## src/rtl/mem_access_pkg.sv

```systemverilog
// rtl/mem_access_pkg.sv - size encodings, FSM states and access-error check for mem_access_ctrl
// MEM_ACCESS_SUBWORD_EN adds the read-modify-write states and byte/half legality.
package mem_access_pkg;

  localparam logic [1:0] SIZE_BYTE = 2'b00;
  localparam logic [1:0] SIZE_HALF = 2'b01;
  localparam logic [1:0] SIZE_WORD = 2'b10;

  typedef enum logic [2:0] {
    IDLE   = 3'd0,
    RD     = 3'd1,
    WR     = 3'd2,
`ifdef MEM_ACCESS_SUBWORD_EN
    RMW_RD = 3'd3,
    RMW_WR = 3'd4,
`endif
    RESP   = 3'd5
  } state_t;

  // Everything above the decoded word-address bits must be zero.
  function automatic logic access_error(input logic [1:0] size, input logic [31:0] addr,
                                        input int ram_bits);
    logic out_of_range;
    out_of_range = (addr >> (ram_bits + 2)) != 32'd0;
`ifdef MEM_ACCESS_SUBWORD_EN
    case (size)
      SIZE_BYTE: access_error = out_of_range;
      SIZE_HALF: access_error = out_of_range || addr[0];
      SIZE_WORD: access_error = out_of_range || (addr[1:0] != 2'b00);
      default:   access_error = 1'b1;
    endcase
`else
    access_error = out_of_range || (size != SIZE_WORD) || (addr[1:0] != 2'b00);
`endif
  endfunction

endpackage

```

## src/rtl/mem_access_ctrl_if.sv

```systemverilog
// rtl/mem_access_ctrl_if.sv - CPU request/response and memory-side signals of mem_access_ctrl
interface mem_access_ctrl_if;
  logic        req_valid;
  logic        req_ready;
  logic        req_write;
  logic [1:0]  req_size;
  logic        req_signed;
  logic [31:0] req_addr;
  logic [31:0] req_wdata;
  logic        resp_valid;
  logic [31:0] resp_rdata;
  logic        resp_err;
  logic [31:0] mem_addr;
  logic [31:0] mem_wdata;
  logic        mem_read;
  logic        mem_write;
  logic [31:0] mem_rdata;

  modport slave (
    input  req_valid, req_write, req_size, req_signed, req_addr, req_wdata, mem_rdata,
    output req_ready, resp_valid, resp_rdata, resp_err, mem_addr, mem_wdata, mem_read, mem_write
  );

  modport master (
    output req_valid, req_write, req_size, req_signed, req_addr, req_wdata, mem_rdata,
    input  req_ready, resp_valid, resp_rdata, resp_err, mem_addr, mem_wdata, mem_read, mem_write
  );
endinterface

```

## src/rtl/byte_lane_unit.sv

```systemverilog
// rtl/byte_lane_unit.sv - little-endian lane extract/extend for loads and lane merge for stores
module byte_lane_unit
  import mem_access_pkg::*;
(
  input  logic [1:0]  size,
  input  logic        sign_ext,
  input  logic [1:0]  addr_lo,
  input  logic [31:0] rdata,
  input  logic [31:0] wdata,
  output logic [31:0] load_data,
  output logic [31:0] merged_data
);
  logic [7:0]  byte_sel;
  logic [15:0] half_sel;

  always_comb begin
    byte_sel    = rdata[{addr_lo, 3'b000} +: 8];
    half_sel    = addr_lo[1] ? rdata[31:16] : rdata[15:0];
    load_data   = rdata;
    merged_data = wdata;
    case (size)
      SIZE_BYTE: begin
        load_data   = {{24{sign_ext & byte_sel[7]}}, byte_sel};
        merged_data = rdata;
        merged_data[{addr_lo, 3'b000} +: 8] = wdata[7:0];
      end
      SIZE_HALF: begin
        load_data   = {{16{sign_ext & half_sel[15]}}, half_sel};
        merged_data = rdata;
        merged_data[{addr_lo[1], 4'b0000} +: 16] = wdata[15:0];
      end
      default: begin
        load_data   = rdata;
        merged_data = wdata;
      end
    endcase
  end
endmodule

```

## src/rtl/mem_access_ctrl.sv

```systemverilog
// rtl/mem_access_ctrl.sv - CPU load/store front end to a word-wide, combinational-read memory
// Byte/half accesses (read-modify-write stores) exist only when MEM_ACCESS_SUBWORD_EN is defined.
module mem_access_ctrl
  import mem_access_pkg::*;
#(
  parameter int RAM_SIZE_BIT = 8
) (
  input logic              clk,
  input logic              reset,
  mem_access_ctrl_if.slave bus
);
  state_t      state_q, state_d;
  logic        r_write;
  logic [1:0]  r_size;
  logic        r_signed;
  logic [31:0] r_addr;
  logic [31:0] r_wdata;
  logic [31:0] rdata_q;
  logic        err_q;
  logic        accept;
  logic        req_err;
  logic [31:0] lane_load;
  logic [31:0] lane_merged;
`ifdef MEM_ACCESS_SUBWORD_EN
  logic [31:0] merge_q;
`endif

  assign accept  = (state_q == IDLE) && bus.req_valid;
  assign req_err = access_error(bus.req_size, bus.req_addr, RAM_SIZE_BIT);

  byte_lane_unit u_lane (
    .size        (r_size),
    .sign_ext    (r_signed),
    .addr_lo     (r_addr[1:0]),
    .rdata       (bus.mem_rdata),
    .wdata       (r_wdata),
    .load_data   (lane_load),
    .merged_data (lane_merged)
  );

  always_ff @(posedge clk or posedge reset) begin
    if (reset) state_q <= IDLE;
    else       state_q <= state_d;
  end

  always_comb begin
    state_d = state_q;
    case (state_q)
      IDLE: begin
        if (bus.req_valid) begin
          if (req_err)             state_d = RESP;
          else if (!bus.req_write) state_d = RD;
`ifdef MEM_ACCESS_SUBWORD_EN
          else if (bus.req_size != SIZE_WORD) state_d = RMW_RD;
`endif
          else                     state_d = WR;
        end
      end
      RD, WR:  state_d = RESP;
`ifdef MEM_ACCESS_SUBWORD_EN
      RMW_RD:  state_d = RMW_WR;
      RMW_WR:  state_d = RESP;
`endif
      RESP:    state_d = IDLE;
      default: state_d = IDLE;
    endcase
  end

  // Reset size to word so the lane merge passes the cleared write data straight through.
  always_ff @(posedge clk or posedge reset) begin
    if (reset) begin
      r_write  <= 1'b0;
      r_size   <= SIZE_WORD;
      r_signed <= 1'b0;
      r_addr   <= '0;
      r_wdata  <= '0;
      rdata_q  <= '0;
      err_q    <= 1'b0;
`ifdef MEM_ACCESS_SUBWORD_EN
      merge_q  <= '0;
`endif
    end else begin
      if (accept) begin
        r_write  <= bus.req_write;
        r_size   <= bus.req_size;
        r_signed <= bus.req_signed;
        r_addr   <= bus.req_addr;
        r_wdata  <= bus.req_wdata;
        err_q    <= req_err;
      end
      if (state_q == RD) rdata_q <= lane_load;
`ifdef MEM_ACCESS_SUBWORD_EN
      if (state_q == RMW_RD) merge_q <= lane_merged;
`endif
    end
  end

  assign bus.req_ready  = (state_q == IDLE);
  assign bus.resp_valid = (state_q == RESP);
  assign bus.resp_err   = (state_q == RESP) && err_q;
  assign bus.resp_rdata = (r_write || err_q) ? 32'd0 : rdata_q;
  assign bus.mem_addr   = {r_addr[31:2], 2'b00};

`ifdef MEM_ACCESS_SUBWORD_EN
  assign bus.mem_read  = (state_q == RD) || (state_q == RMW_RD);
  assign bus.mem_write = (state_q == WR) || (state_q == RMW_WR);
  assign bus.mem_wdata = (state_q == RMW_WR) ? merge_q : lane_merged;
`else
  assign bus.mem_read  = (state_q == RD);
  assign bus.mem_write = (state_q == WR);
  assign bus.mem_wdata = lane_merged;
`endif
endmodule

```

## src/flat_wrapper.sv

```systemverilog
// flat-port wrapper written by rule: the top's interface ports become plain ports
module mem_access_ctrl_flat import mem_access_pkg::*;
#(
  parameter int RAM_SIZE_BIT = 8
)
  (clk, reset, bus_req_valid, bus_req_write, bus_req_size, bus_req_signed, bus_req_addr, bus_req_wdata, bus_mem_rdata, bus_req_ready, bus_resp_valid, bus_resp_rdata, bus_resp_err, bus_mem_addr, bus_mem_wdata, bus_mem_read, bus_mem_write);
  mem_access_ctrl_if bus_i ();
  input logic clk;
  input logic reset;
  input wire logic [$bits(bus_i.req_valid)-1:0] bus_req_valid;
  input wire logic [$bits(bus_i.req_write)-1:0] bus_req_write;
  input wire logic [$bits(bus_i.req_size)-1:0] bus_req_size;
  input wire logic [$bits(bus_i.req_signed)-1:0] bus_req_signed;
  input wire logic [$bits(bus_i.req_addr)-1:0] bus_req_addr;
  input wire logic [$bits(bus_i.req_wdata)-1:0] bus_req_wdata;
  input wire logic [$bits(bus_i.mem_rdata)-1:0] bus_mem_rdata;
  output wire logic [$bits(bus_i.req_ready)-1:0] bus_req_ready;
  output wire logic [$bits(bus_i.resp_valid)-1:0] bus_resp_valid;
  output wire logic [$bits(bus_i.resp_rdata)-1:0] bus_resp_rdata;
  output wire logic [$bits(bus_i.resp_err)-1:0] bus_resp_err;
  output wire logic [$bits(bus_i.mem_addr)-1:0] bus_mem_addr;
  output wire logic [$bits(bus_i.mem_wdata)-1:0] bus_mem_wdata;
  output wire logic [$bits(bus_i.mem_read)-1:0] bus_mem_read;
  output wire logic [$bits(bus_i.mem_write)-1:0] bus_mem_write;
  assign bus_i.req_valid = bus_req_valid;
  assign bus_i.req_write = bus_req_write;
  assign bus_i.req_size = bus_req_size;
  assign bus_i.req_signed = bus_req_signed;
  assign bus_i.req_addr = bus_req_addr;
  assign bus_i.req_wdata = bus_req_wdata;
  assign bus_i.mem_rdata = bus_mem_rdata;
  assign bus_req_ready = bus_i.req_ready;
  assign bus_resp_valid = bus_i.resp_valid;
  assign bus_resp_rdata = bus_i.resp_rdata;
  assign bus_resp_err = bus_i.resp_err;
  assign bus_mem_addr = bus_i.mem_addr;
  assign bus_mem_wdata = bus_i.mem_wdata;
  assign bus_mem_read = bus_i.mem_read;
  assign bus_mem_write = bus_i.mem_write;
  mem_access_ctrl #(.RAM_SIZE_BIT(RAM_SIZE_BIT)) u_core (.clk(clk), .reset(reset), .bus(bus_i));
endmodule
```

## config.mk

```make
export PLATFORM = sky130hd
export DESIGN_NAME = mem_access_ctrl_flat
export DESIGN_NICKNAME = d
export VERILOG_FILES = /design/src/rtl/mem_access_pkg.sv /design/src/rtl/mem_access_ctrl_if.sv /design/src/rtl/byte_lane_unit.sv /design/src/rtl/mem_access_ctrl.sv /design/src/flat_wrapper.sv
export SDC_FILE = /design/constraint.sdc
export NUM_CORES = 1
export LEC_CHECK = 0
export CORE_MARGIN = 2
export CORE_UTILIZATION = 45
export DETAILED_ROUTE_END_ITERATION = 6
export HOLD_SLACK_MARGIN = 0.05
export PLACE_DENSITY_LB_ADDON = 0.12
export SLEW_MARGIN = 40
export SYNTH_ARGS = -nofsm -noshare
export SYNTH_HDL_FRONTEND = slang
export SYNTH_SLANG_ARGS = --single-unit
```

## constraint.sdc

```tcl
create_clock -name clk -period 7 [get_ports clk]
set_clock_uncertainty 0.15 [all_clocks]
set_input_delay 1.4 -clock clk [delete_from_list [all_inputs] [get_ports clk]]
set_output_delay 1.4 -clock clk [all_outputs]
set_load 0.02 [all_outputs]
```

==> impl_metrics.py, run 1 <==
metrics = {
    "finish": {
        "antenna_cells": 0,
        "multi_input_area_mm2": 0.003161,
        "fin_cells": 996,
        "syn2layout_area_growth_pct": 34.50,
        "post-route-util": 0.6149,
        "seqCellArea_mm2": 0.002609,
        "design_area_mm2": 0.008502,
        "nFillCells": 1183,
        "nets": 919,
        "drive_above_1_share": 0.1201,
    },
    "sta": {
        "setup_viol": 0,
        "fin_crit_ns": 5.194,
        "fin_crit_sh": 0.7420,
        "grt_setup_unrepaired": "false",
        "slew_headroom": 0.5041,
        "final_max_slew_viol_count": 0,
        "hold_violations": 0,
        "finalSetupTns_ns": 0,
        "fmax_ghz": 0.1925,
        "worst_pin_slew_ns": 0.7419,
        "hold_ws_ns": 0.3353,
    },
    "clocking": {
        "insertion_delay_ns": 0.35,
        "hold_buffers": 0,
        "cts_buffers": 9,
        "cts_tree": "yes",
        "cts_buffer_depth": 2,
        "ctsRootBufferMaster": "clkbuf_16",
        "htree_levels": 3,
        "cts_setup_buffers": 0,
        "clk_pin_slew_ns": 0.07,
        "cts_sinks": 104,
        "post_cts_resized": 0,
    },
    "detailed_routing": {
        "dr.pass1.iters": 5,
        "vias": 5771,
        "drtIter0Drc": 526,
        "vias_per_cell": 5.794,
        "drc_errors": 0,
        "routedWlPerCell_um": 19.04,
        "final_antenna_net_count": 0,
        "totalWireLength_mm": 18.96,
    },
    "synth": {
        "synth-seq-cells": 104,
        "synth_edf_count": 0,
        "synth.largest_area_cell": "dfrtp_1",
        "synth_cells": 676,
        "yosysSeqAreaShare": 0.4119,
        "yosysWarnings": 0,
        "synth_area_leaders": "dfrtp_1, mux2_2, nand2_1, buf_4, o21ai_0",
        "synthFlopType": "dfrtp_1",
        "ys_types": 48,
        "postSynthAreaPerCell_um2": 9.351,
        "asyncSetResetFlopFracSynth": 1.000,
        "syn_area_mm2": 0.006321,
        "yosysTopAreaCellShare": 0.4078,
    },
    "global_routing": {
        "grt_max_degree": 77,
        "gr-total-overflow": 0,
        "antenna_found_initial": 0,
        "grt_pass1_wl_mm": 29.48,
        "grt_usage": 0.2553,
        "grt_pass1_vias": 5526,
    },
    "critical_path": {
        "cp-startpoint": "u_core.r_addr[1]",
        "reg2reg_to": "u_core.rdata_q[30]",
        "reg2reg_depth": 4,
        "endpoint_kind": "output port",
        "reg2reg_slack_ns": 4.26,
        "criticalPathCategory": "register to output port",
        "r2r-start": "u_core.r_size[1]",
        "critical_path_peak_fanout": 56,
        "cp.required_ns": 5.45,
        "cpPeakStageDelay_ns": 0.61,
        "slowest_stage": "clkdlybuf4s50_1",
        "cp.arrival_ns": 3.64,
        "crit_chain": "buf_4 > ha_1 > clkinv_1 > nor4_2 > a221o_1 > a22o_1 > clkdlybuf4s50_1",
        "startpoint_type": "register",
    },
    "hold_path": {
        "worstHoldEndpoint": "u_core.rdata_q[26]",
        "min-delay-start": "u_core.rdata_q[26]",
        "min_path_cells": 2,
        "hp-class": "register to register",
    },
    "placement": {
        "dpl-instance-area_mm2": 0.008173,
        "gp_congestion": 0.9134,
        "dpl.cell_count": 980,
        "dp_hpwl_mm": 13.85,
        "port_buffers": 201,
    },
    "floorplan": {
        "core-area_mm2": 0.01383,
        "io_pins": 204,
        "start_util": 0.4572,
        "die_w_um": 122.5,
        "row_count": 43,
        "die_area_mm2": 0.01501,
        "fp.dieH_um": 122.5,
    },
    "run": {
        "cap_violations": 0,
    },
    "outcome": {
        "status": "completed",
    },
    "pwr": {
        "cellLeakagePower_uw": 0.003401,
        "power.density_mw_per_mm2": 472.2,
        "peakVddDrop_v": 0.0002729,
    },
}
-- metal layers --
metal	vias to the layer above	part of all wire	track usage
met5	-	0	0
met4	0	0.021	0.09052
met3	35	0.091	0.06180
met2	259	0.50	0.4243
met1	2811	0.39	0.3246
li1	2666	-	-
-- synthesized netlist by cell type, types with 2 or more instances --
cell / instances
dfrtp_1: 103
nand2_1: 71
mux2_2: 57
o21ai_0: 46
a21oi_1: 44
and2_1: 34
buf_4: 33
nand3_1: 33
clkbuf_1: 31
inv_1: 19
buf_2: 17
mux2i_1: 17
nor2b_1: 17
a221o_1: 16
a22o_1: 16
a22oi_1: 16
o22ai_1: 14
nand2b_1: 10
nand3b_1: 10
nor2_1: 9
nor3_1: 9
a31oi_1: 8
o221a_2: 7
ha_1: 5
nor4_1: 5
buf_1: 4
a211oi_4: 2
clkinv_1: 2
nor4b_1: 2
-- layout by cell type, fill, tap and decap left out, types with 6 or more instances in the layout --
| cell type | n |
|---|---|
| a22oi_1 | 16 |
| mux2i_1 | 17 |
| nand2_1 | 71 |
| nand2b_1 | 10 |
| a21oi_1 | 44 |
| a22o_1 | 16 |
| inv_1 | 18 |
| nor3_1 | 9 |
| nor2_1 | 9 |
| and2_1 | 33 |
| clkdlybuf4s50_1 | 201 |
| a31oi_1 | 8 |
| clkbuf_16 | 9 |
| a221o_1 | 16 |
| buf_4 | 6 |
| nand3b_1 | 10 |
| mux2_2 | 57 |
| o221a_2 | 7 |
| nor2b_1 | 17 |
| o22ai_1 | 14 |
| o21ai_0 | 46 |
| dfrtp_1 | 102 |
| nand3_1 | 33 |
-- final cells by class --
| type | instances | area share |
|---|---|---|
| multi-input cells | 465 | 0.3717 |
| flip-flops and latches | 104 | 0.3068 |
| repair buffers | 209 | 0.2456 |
| clock buffers | 10 | 0.02811 |
| well taps | 180 | 0.02649 |
| clock inverters | 6 | 0.01060 |
| inverters | 22 | 0.01060 |
-- cells by family (layout without fill, tap and decap cells) --
family	count (synthesis)	in the layout	synth area share
buf+inv	108	247	0.08907
compound gates	174	174	0.1849
flops	104	104	0.4119
fa+ha+maj	5	5	0.009897
mux	74	74	0.1285
other cells	1	2	0.0005933
simple gates	210	210	0.1752
-- worst max path at each step --
stage                                    to  slack (ns)  cells after the start
after floorplan                u_core.err_q        2.72                      1
after global placement     bus_mem_wdata[8]        2.26                      5
final                     bus_mem_wdata[26]        1.81                      7
after detailed placement  bus_mem_wdata[30]        2.24                      7
after global routing      bus_mem_wdata[30]        1.60                      7
after CTS                 bus_mem_wdata[30]        1.84                      7
-- power by group --
| part | total [uW] | switching (uW) | internal, uW | leakage (uW) |
|---|---|---|---|---|
| combinational | 2280 | 1210 | 1070 | 0.00201 |
| sequential | 1180 | 285 | 899 | 0.00123 |
| clock | 554 | 229 | 325 | 0.000159 |
-- per-stage QoR --
stage               total power (uW)  setup WS, ns
finish                          4014         1.806
global route                    4268         1.600
CTS                             4025         1.845
detailed placement              3459         2.241
global placement                3401         2.261
floorplan                       2687         2.719
-- state kept, by name (all words and copies together) (netlist names) --
name	flops
u_core.r_wdata	32
u_core.r_size	2
u_core.err_q	1
u_core.r_addr	32
u_core.r_signed	1
u_core.r_write	1
u_core.rdata_q	32
u_core.state_q	3
-- critical path, delay by kind of cell, from the launching register on --
kind	cells	cell delay [ns]
buffers and inverters	3	1.41
flip-flops	1	0.58
AND/OR/NAND/NOR	1	0.60
AO/OA/AOI/OAI	2	0.43
adder cells (fa/ha/maj)	1	0.26
Power figures use the tool's default switching activity.
==> run 2: changes to the inputs <==
clock period = 5.3 ns   (was 7 ns; I/O delays follow)
==> run 2 against run 1 <==
Against the previous run:
- final cell count stayed put
- worst hold slack better by 0.0030 ns
- global-route usage is 0.48 points higher
- count of clock-buffer cells in the layout is 3 higher
- setup slack worse by 1.1 ns
- routed wire length is 1.9% higher
- combinational power is 32% higher
- clock power is 15% higher
- via count is 0.23% higher
- first-iteration DRC count is 4.0% higher
- largest power group unchanged
==> impl_metrics.py, run 2 (synthesized netlist as in run 1, its figures left out) <==
metrics = {
    "outcome": {
        "status": "completed",
    },
    "placement": {
        "dpl.cell_count": 980,
        "dp_hpwl_mm": 14.08,
        "gp_congestion": 0.9196,
        "port_buffers": 201,
        "dp_slack_ns": 1.116,
        "dpl-instance-area_mm2": 0.008180,
    },
    "clocking": {
        "cts_sinks": 104,
        "ctsRootBufferMaster": "clkbuf_16",
        "insertion_delay_ns": 0.35,
        "cts_buffer_depth": 2,
        "clk_pin_slew_ns": 0.07,
        "cts_buffers": 9,
        "htree_levels": 3,
        "cts_setup_buffers": 0,
        "hold_buffers": 0,
        "cts_tree": "yes",
        "post_cts_resized": 0,
    },
    "global_routing": {
        "antenna_found_initial": 0,
        "grt_usage": 0.2601,
        "gr-total-overflow": 0,
        "grt_max_degree": 80,
        "grt_pass1_vias": 5674,
        "grt_pass1_wl_mm": 29.84,
    },
    "finish": {
        "nFillCells": 1174,
        "seqCellArea_mm2": 0.002605,
        "design_area_mm2": 0.008457,
        "multi_input_area_mm2": 0.003161,
        "drive_above_1_share": 0.1178,
        "largest_registers": "u_core.r_addr: 32 flops, u_core.r_wdata: 32 flops, u_core.rdata_q: 32 flops",
        "fin_cells": 996,
        "final_cell_mix": "clkdlybuf4s50_1, dfrtp_1, nand2_1",
        "nets": 919,
        "layout_commonest_cell": "clkdlybuf4s50_1",
        "post-route-util": 0.6116,
        "syn2layout_area_growth_pct": 33.79,
    },
    "critical_path": {
        "endpoint_kind": "output port",
        "critical_path_peak_fanout": 28,
        "reg2reg_to": "u_core.rdata_q[16]",
        "startpoint_type": "register",
        "cp.required_ns": 4.09,
        "crit_chain": "inv_1 > ha_1 > nor4_2 > a221o_1 > a22o_1 > clkdlybuf4s50_1",
        "slowest_stage": "dfrtp_2",
        "criticalPathCategory": "register to output port",
        "cp.arrival_ns": 3.36,
        "reg2reg_slack_ns": 2.44,
        "r2r-start": "u_core.r_addr[1]",
        "cpPeakStageDelay_ns": 0.74,
        "reg2reg_depth": 5,
    },
    "pwr": {
        "p_int_uw": 2943,
        "power.density_mw_per_mm2": 614.8,
        "power_switching_share": 0.4340,
        "p_seq_frac": 0.297,
        "cellLeakagePower_uw": 0.003380,
        "comb_power_share": 0.580,
        "peakVddDrop_v": 0.0003618,
        "pwr-share-clk": 0.123,
        "p_sw_uw": 2256,
    },
    "sta": {
        "finalSetupTns_ns": 0,
        "fin_crit_ns": 4.575,
        "final_max_slew_viol_count": 0,
        "hold_violations": 0,
        "setup_slack_ns": 0.7252,
        "setup_viol": 0,
        "fin_crit_sh": 0.8632,
        "slew_headroom": 0.4704,
        "fmax_ghz": 0.2186,
        "grt_setup_unrepaired": "false",
        "worst_pin_slew_ns": 0.7944,
    },
    "floorplan": {
        "die_area_mm2": 0.01501,
        "core-area_mm2": 0.01383,
        "die_w_um": 122.5,
        "fp.dieH_um": 122.5,
        "io_pins": 204,
        "row_count": 43,
        "start_util": 0.4572,
    },
    "hold_path": {
        "min-delay-start": "u_core.rdata_q[21]",
        "worstHoldEndpoint": "u_core.rdata_q[21]",
        "min_path_cells": 2,
        "hp-class": "register to register",
    },
    "detailed_routing": {
        "drtIter0Drc": 547,
        "routedWlPerCell_um": 19.41,
        "drc_errors": 0,
        "vias_per_cell": 5.807,
        "dr.pass1.iters": 5,
        "final_antenna_net_count": 0,
        "totalWireLength_mm": 19.33,
        "vias": 5784,
    },
    "run": {
        "cap_violations": 0,
    },
}
[run 2: power groups by stage]
stage          clock [uW]  sequential [uW]  combinational, uW
6_report              637             1540               3020
5_1_grt               678             1600               3250
4_1_cts               647             1540               3020
3_5_place_dp            0             1550               3010
3_3_place_gp            0             1530               2950
2_1_floorplan           0             1370               2180
[run 2: final cells by class]
| type | instances | share of cell area |
|---|---|---|
| clock inverters | 2 | 0.001627 |
| flip-flops and latches | 104 | 0.3080 |
| diodes | 1 | 0.0002959 |
| repair buffers | 209 | 0.2480 |
| multi-input cells | 465 | 0.3737 |
| clock buffers | 13 | 0.03077 |
| inverters | 22 | 0.01095 |
| well taps | 180 | 0.02663 |
[run 2: critical path: cells and delay by family, from the launching register on]
kind                     cells  cell delay (ns)
AO/OA/AOI/OAI                2             0.42
adder cells (fa/ha/maj)      1             0.37
buffers and inverters        2             0.82
AND/OR/NAND/NOR              1             0.64
flip-flops                   1             0.74
[run 2: layer usage]
metal,wire length (um),up-vias,GRT usage
met1,7791,2844,0.3316
met5,0,-,0
met4,693,0,0.1063
met3,1589,42,0.06877
li1,-,2653,-
met2,9256,245,0.4205
[run 2: worst max-delay path by stage]
stage                        endpoint  cells after the start  slack, ns             start
finish              bus_mem_wdata[26]                      6       0.73  u_core.r_addr[1]
global route        bus_mem_wdata[21]                      6       0.51  u_core.r_addr[1]
CTS                 bus_mem_wdata[24]                      6       0.72  u_core.r_addr[1]
detailed placement  bus_mem_wdata[24]                      6       1.12  u_core.r_addr[1]
global placement    bus_mem_wdata[24]                      6       1.15  u_core.r_addr[1]
floorplan                u_core.err_q                      1       1.36             reset
[run 2: through the flow]
step                total power [uW]  hold WS, ns
global placement                4473       0.3191
CTS                             5206       0.3409
detailed placement              4557       0.3255
floorplan                       3549       0.3042
global route                    5526       0.3562
finish                          5199       0.3382
==> run 3: changes to the inputs <==
ABC_AREA = 0   (was default)
==> results of run 3 <==
Same layout as run 2: the final DEF is identical, and so are final timing and power.
==> RTL edit, RTL diff (config.mk and constraints of run 3) <==
The 4 states of `state_t` get a one-hot encoding in 4 bits.
--- a/src/rtl/mem_access_pkg.sv
+++ b/src/rtl/mem_access_pkg.sv
@@ -8,6 +8,6 @@
 
-  typedef enum logic [2:0] {
-    IDLE   = 3'd0,
-    RD     = 3'd1,
-    WR     = 3'd2,
+  typedef enum logic [3:0] {
+    IDLE   = 4'b0001,
+    RD     = 4'b0010,
+    WR     = 4'b0100,
 `ifdef MEM_ACCESS_SUBWORD_EN
@@ -16,3 +16,3 @@
 `endif
-    RESP   = 3'd5
+    RESP   = 4'b1000
   } state_t;
Function: no difference found for any inputs over 4 cycles, from zero or initial values and one cycle with reset high; so few cycles prove little.
==> RTL edit against run 3 <==
Design area fell by 3.5%. Sequential cell count rose by 1. Register-to-register slack got worse by 170 ps. Synthesized area fell by 5.5%. Non-clock buffer count fell by 2. Highest routed layer unchanged. Critical path type unchanged. Count of clock-buffer cells in the layout fell by 1. Wire length fell by 2.4%. Worst setup slack got worse by 95 ps. Utilization rose by 1.2 points.
Power is not compared: it rests on default switching activity, and its combinational part moved more than twofold at a synthesized area within 25%.
==> RTL edit: results (changes against run 3) <==
| Metric | Value |
|---|---|
| CP peak stage delay | 620 ps (was 740 ps) |
| Worst-case reg-to-reg path depth | 6 (was 5) |
| Outcome | finished clean (unchanged) |
| Vias in the first global route | 5,408 (was 5,674) |
| Crit path arrival time | 3460 ps (was 3360 ps) |
| Commonest cells post-synth | nand2_1, dfrtp_1, buf_4, and2_1, nand3_1 (was dfrtp_1, nand2_1, mux2_2, o21ai_0, a21oi_1) |
| Largest net degree at the start of global routing | 71 (was 80) |
| Routed wire length | 18.9 mm (was 19.3 mm) |
| RePlAce Congestion | 0.933 (was 0.920) |
| FF-to-FF End | u_core.rdata_q[12] (was u_core.rdata_q[16]) |
| Hold Path End | u_core.r_addr[3] (was u_core.rdata_q[21]) |
| R2R Path Start | u_core.state_q[3] (was u_core.r_addr[1]) |
| ANT cells | 0 (was 1) |
| Placed cells | 973 (was 980) |
| Sequential area share after synthesis | 44.0% (was 41.2%) |
| Worst Tran Pin Value | 740 ps (was 794 ps) |
| Fin crit share | 88.1% (was 86.3%) |
| WL met2 | 8.77 mm (was 9.26 mm) |
| WL per Instance | 19.1 um (was 19.4 um) |
| Crit-path slowest cell | clkdlybuf4s50_1 (was dfrtp_2) |
| Area after DPL | 0.00784 mm2 (was 0.00818 mm2) |
| Met2 Usage GRT | 43.2% (was 42.0%) |
| Synth area leaders | dfrtp_1, nand2_1, buf_4, mux2_2, and2_1 (was dfrtp_1, mux2_2, nand2_1, buf_4, o21ai_0) |
| Worst Setup EP | bus_mem_wdata[9] (was bus_mem_wdata[26]) |
| Place WS | 1020 ps (was 1120 ps) |
RTL edit: cell types whose count changed after synthesis, moves of 8 or more:
| cell | before | now |
|---|---|---|
| nand2_1 | 71 | 181 |
| mux2_2 | 57 | 22 |
| o21ai_0 | 46 | 17 |
| a21oi_1 | 44 | 22 |
| o221ai_1 | 0 | 15 |
| o22ai_1 | 14 | 0 |
| inv_1 | 19 | 7 |
| clkbuf_1 | 31 | 20 |
| a221o_1 | 16 | 7 |
| a22oi_1 | 16 | 8 |
| mux2_1 | 0 | 8 |
RTL edit: cell families after synthesis:
logic type | after synthesis | synth area share, %
muxes | 48 | 8.67
AOI/OAI and AO/OA | 100 | 12.6
buffers and inverters | 84 | 7.98
DFF | 105 | 44.0
and+or+nand+nor | 322 | 25.6
adders and majority gates | 5 | 1.05
other | 1 | 0.0628
RTL edit: area by class of cell:
class,count,area (um2)
tap,176,220
clock inverter,4,73.8
fill,1104,4920
inverter,8,36.3
sequential,105,2630
clock buffer,12,246
multi-input combinational,477,2900
timing repair buffer,207,2060
